--- src/rtl/brisc_pkg.sv ---
// Shared brisc core types and widths, including the memory arbiter's state and source encodings.
package brisc_pkg;

   localparam int ADDRESS_WIDTH    = 32;
   localparam int CACHE_LINE_WIDTH = 128;

   typedef enum logic {ARB_IDLE, ARB_WAIT_FILL} arb_state_e;
   typedef enum logic {SRC_IC, SRC_DC} arb_src_e;

endpackage

--- src/rtl/arb_rr_picker.sv ---
// Two-way request picker for mem_arbiter; grant[0] = icache, grant[1] = dcache.
// Define MEM_ARB_RR_EN for round-robin ties; otherwise the dcache always wins ties.
import brisc_pkg::*;

module arb_rr_picker (
   input  logic [1:0] req,
   input  arb_src_e   last,
   output logic [1:0] grant
);

`ifndef MEM_ARB_RR_EN
   // Fixed priority keeps last_grant tracked upstream but ignores it here.
   logic unused_last;
   assign unused_last = (last == SRC_DC);
`endif

   always_comb begin
      grant = 2'b00;
      case (req)
         2'b01: grant = 2'b01;
         2'b10: grant = 2'b10;
         2'b11: begin
`ifdef MEM_ARB_RR_EN
            grant = (last == SRC_IC) ? 2'b10 : 2'b01;
`else
            grant = 2'b10;
`endif
         end
         default: grant = 2'b00;
      endcase
   end

endmodule

--- src/rtl/mem_arbiter.sv ---
// Shares the cache-line memory port between icache and dcache with one outstanding fill.
// Tie-break selected by MEM_ARB_RR_EN (see arb_rr_picker).
import brisc_pkg::*;

module mem_arbiter #(
   parameter int ADDR_W = ADDRESS_WIDTH,
   parameter int LINE_W = CACHE_LINE_WIDTH
) (
   input  logic              clk,
   input  logic              reset,
   input  logic              ic_req,
   input  logic [ADDR_W-1:0] ic_addr,
   output logic              ic_ack,
   output logic              ic_fill,
   input  logic              dc_req,
   input  logic              dc_store,
   input  logic [ADDR_W-1:0] dc_addr,
   input  logic [LINE_W-1:0] dc_data,
   output logic              dc_ack,
   output logic              dc_fill,
   output logic [ADDR_W-1:0] fill_addr_o,
   output logic [LINE_W-1:0] fill_data_o,
   output logic              mem_req,
   output logic              mem_store,
   output logic [ADDR_W-1:0] mem_addr,
   output logic [LINE_W-1:0] mem_data,
   input  logic              mem_fill,
   input  logic [ADDR_W-1:0] mem_fill_addr,
   input  logic [LINE_W-1:0] mem_fill_data
);

   arb_state_e        state;
   arb_src_e          owner;
   arb_src_e          last_grant;
   logic [ADDR_W-1:0] pend_addr;
   logic [1:0]        grant;
   logic              can_grant;
   logic              fill_hit;

   arb_rr_picker u_picker (
      .req   ({dc_req, ic_req}),
      .last  (last_grant),
      .grant (grant)
   );

   assign can_grant = !reset && (state == ARB_IDLE);
   assign ic_ack    = can_grant && grant[0];
   assign dc_ack    = can_grant && grant[1];

   // Only a fill matching the pending line closes the transaction; the payload is broadcast regardless.
   assign fill_hit    = !reset && (state == ARB_WAIT_FILL) && mem_fill && (mem_fill_addr == pend_addr);
   assign ic_fill     = fill_hit && (owner == SRC_IC);
   assign dc_fill     = fill_hit && (owner == SRC_DC);
   assign fill_addr_o = mem_fill_addr;
   assign fill_data_o = mem_fill_data;

   always_ff @(posedge clk) begin
      if (reset) begin
         state      <= ARB_IDLE;
         owner      <= SRC_IC;
         last_grant <= SRC_IC;
         pend_addr  <= '0;
         mem_req    <= 1'b0;
         mem_store  <= 1'b0;
         mem_addr   <= '0;
         mem_data   <= '0;
      end else begin
         mem_req <= 1'b0;
         case (state)
            ARB_IDLE: begin
               if (dc_ack) begin
                  mem_req    <= 1'b1;
                  mem_store  <= dc_store;
                  mem_addr   <= dc_addr;
                  mem_data   <= dc_data;
                  last_grant <= SRC_DC;
                  // Evictions need no fill, so the port is free again next cycle.
                  if (!dc_store) begin
                     owner     <= SRC_DC;
                     pend_addr <= dc_addr;
                     state     <= ARB_WAIT_FILL;
                  end
               end else if (ic_ack) begin
                  mem_req    <= 1'b1;
                  mem_store  <= 1'b0;
                  mem_addr   <= ic_addr;
                  mem_data   <= '0;
                  last_grant <= SRC_IC;
                  owner      <= SRC_IC;
                  pend_addr  <= ic_addr;
                  state      <= ARB_WAIT_FILL;
               end
            end
            ARB_WAIT_FILL: begin
               if (fill_hit) begin
                  state <= ARB_IDLE;
               end
            end
            default: state <= ARB_IDLE;
         endcase
      end
   end

endmodule

--- config.mk ---
export PLATFORM = sky130hd
export DESIGN_NAME = mem_arbiter
export DESIGN_NICKNAME = d
export VERILOG_FILES = /design/src/rtl/brisc_pkg.sv /design/src/rtl/arb_rr_picker.sv /design/src/rtl/mem_arbiter.sv
export SDC_FILE = /design/constraint.sdc
export NUM_CORES = 1
export LEC_CHECK = 0
export ABC_CLOCK_PERIOD_IN_PS = 1600
export CORE_AREA = 2 2 266 268
export DETAILED_ROUTE_END_ITERATION = 16
export DIE_AREA = 0 0 268 270
export PLACE_DENSITY = 0.47
export SKIP_CTS_REPAIR_TIMING = 1
export SYNTH_ARGS = -nofsm -noshare
export SYNTH_HDL_FRONTEND = slang
export SYNTH_SLANG_ARGS = --single-unit
--- constraint.sdc ---
create_clock -name clk -period 1.6 [get_ports clk]
set_clock_uncertainty 0.15 [all_clocks]
set_input_delay 0.24 -clock clk [delete_from_list [all_inputs] [get_ports clk]]
set_output_delay 0.24 -clock clk [all_outputs]
set_load 0.005 [all_outputs]
==> flow_metrics.tcl <==
set metrics [dict create \
    place.gp.congestion 0.807 \
    worstMarginPinSlew_ns 0.969 \
    synth_common_cells "dfxtp_1, nor2_1, buf_4, a22oi_1, a211oi_1" \
    grt_pass1_wl_mm 55.3 \
    clockBufferDepth 2 \
    fmax_mhz 364 \
    syn_inst 902 \
    synth_compound_area_frac 0.188 \
    period_minus_slack_ns 2.75 \
    drv_cap 0 \
    ys_ff_latch 196 \
    critPathMaxFanout 3 \
    syn_avg_cell_area_um2 9.42 \
    cts_sinks 196 \
    hpwl_mm 31.0 \
    power_density_mw_per_mm2 795 \
    dpl.cell_count 2119 \
    core_area_mm2 0.0695 \
    cts_root_buf "clkbuf_16" \
    synth_most_common_cell "dfxtp_1" \
    grt_overflow_total 0 \
    setup_viol 199 \
    r2r_cells 6 \
    critical_path_class "reg -> out" \
    cts_tree "done" \
    synth_edf_count 0 \
    async_flop_share 0 \
    die_h_um 270 \
    ys_warn_count 0 \
    critPathCaptureType "output port" \
    hold_viol_final 0 \
    fillers 7350 \
    status "finished, violations left" \
    syn_to_final_growth_pct 106 \
    rows 97 \
    syn_area_mm2 0.00849 \
    clk_pin_slew_worst_paths_ns 0.09 \
    layout.cells.non_filler 2265 \
    synth_ff_type "dfxtp_1" \
    yosysTopAreaCellShare 0.462 \
    reg2reg_slack_ns -0.41 \
    synth_area_leaders "dfxtp_1, buf_4, a22oi_1, nor2_1, a211oi_1" \
    htree_levels 4 \
    worstHoldPathCells 3 \
    synth_top_family_by_area "compound AO/OA/AOI/OAI gates" \
    port_buffers 427 \
    worstSetupStartpointType "flip-flop" \
    fin_ws_ns -1.15 \
    io_pins 684 \
    pre_cts_slack_ns -1.50 \
    synthAdderAreaFrac 0 \
    grt_pass1_vias 7869 \
    diodes 0 \
    grt_start_max_net_pins 142 \
    synthDistinctLibCells 27 \
    via_per_inst 3.73 \
    violations "setup timing" \
    drt_first_pass_iters 4 \
    clock_latency_ns 0.49 \
    synthMuxAreaShare 0.0377 \
    vias 8445 \
    drt.antenna.violating_nets 0 \
    synthSimpleGateAreaFrac 0.0990 \
    cts_inserted_buffers 17 \
    yosysSeqAreaShare 0.462 \
    nets 1670 \
    slew_headroom 0.354 \
    wire_per_inst_um 22.6 \
    drt_first_iter_violations 338 \
    wl_mm 51.2 \
    die_w_um 268 \
    vdd_drop_max_uv 640 \
    antenna_found_initial 1 \
    total_leakage_power_nw 9.05 \
    cp.arrival_ns 2.36 \
    fp.dieArea_mm2 0.0724 \
    period_share 1.72 \
    slew_viol_final 0 \
    hp-class "in -> reg" \
    yosysTopAreaCell "dfxtp_1" \
    rsz0062_at_grt "yes" \
    synthXorXnorAreaFrac 0.0330 \
    post-route-drc-count 0 \
    layout-drive-gt1-share 0.409 \
    grt_util_all_layers 0.108 \
    synthesis.nets 1260 \
    whs_ns 0.0616 \
    cp_data_required_time_ns 1.21 \
    start_util 0.122 \
]
## report_power, final
part | internal, mW | switching (mW)
clock | 2.15 | 2.57
combinational | 2.19 | 1.64
sequential | 5.19 | 0.207
total | 9.53 | 4.42
## layout by cell type (no fill, tap or decap), types with 4 or more instances in the layout
cell type,synthesis,layout
a211oi_1,44,8
a211oi_2,20,56
a22oi_2,0,129
buf_12,0,30
buf_16,0,9
buf_4,164,80
buf_6,3,35
buf_8,0,7
clkbuf_16,0,45
clkdlybuf4s50_1,0,227
clkinv_8,0,6
dfxtp_1,196,105
dfxtp_2,0,86
dfxtp_4,0,5
dlymetal6s2s_1,0,194
mux2i_1,32,11
mux2i_4,0,18
nor2_1,195,192
nor4_2,0,4
xor2_1,29,26
## final cells by class
cell class,instances,area (um2),share of cell area
Clock buffer,17,425,0.0243
Clock inverter,15,196,0.0112
Inverter,3,43.8,0.00250
Timing Repair inverter,1,11.3,0.000642
Multi-Input combinational cell,476,4240,0.242
Timing Repair Buffer,617,7400,0.422
Tap cell,940,1180,0.0671
Sequential cell,196,4050,0.231
## path summary, 6_finish.rpt
path / endpoint / startpoint
max reg2reg: state / pend_addr[17]
max: ic_fill / pend_addr[17]
min reg2reg: mem_data[111] / mem_data[111]
min: mem_data[97] / reset
## sequential cells by signal, indices dropped and copies added (netlist names)
| signal | count |
|---|---|
| mem_data | 128 |
| mem_store | 1 |
| pend_addr | 32 |
| state | 1 |
| mem_addr | 32 |
| owner | 1 |
| mem_req | 1 |
## worst max-delay path: stages (launching register included)
cell	delay [ns]
dfxtp_4	0.37
xor2_2	0.14
nor4_2	0.27
buf_4	0.19
nand4_1	0.25
buf_4	0.24
nor4_4	0.26
buf_2	0.16
## per-layer routing
metal / vias up / share of wire / track usage
li1: 3808 / - / -
met1: 4019 / 0.34 / 0.0996
met2: 525 / 0.48 / 0.184
met3: 93 / 0.11 / 0.0590
met4: 0 / 0.069 / 0.0697
met5: - / 0 / 0.00203
## metrics by stage
stage / power, mW / util / instance area, um2 / setup TNS, ns
after detailed placement: 8.03 / 0.189 / 13200 / -139.77
after global placement: 8.03 / 0.189 / 13200 / -135.42
after global routing: 14.6 / 0.252 / 17500 / -63.41
final: 13.9 / 0.252 / 17500 / -55.86
after floorplan: 6.64 / - / 8490 / -0.00543
after CTS: 12.9 / 0.198 / 13800 / -110.30
## kinds of logic (layout without fill, tap and decap cells)
group,after synthesis,in the layout
mux,32,32
xor+xnor,32,32
compound gates,198,198
buf+inv,230,653
flops,196,196
simple gates,214,214
(Power assumes the default switching activity.)
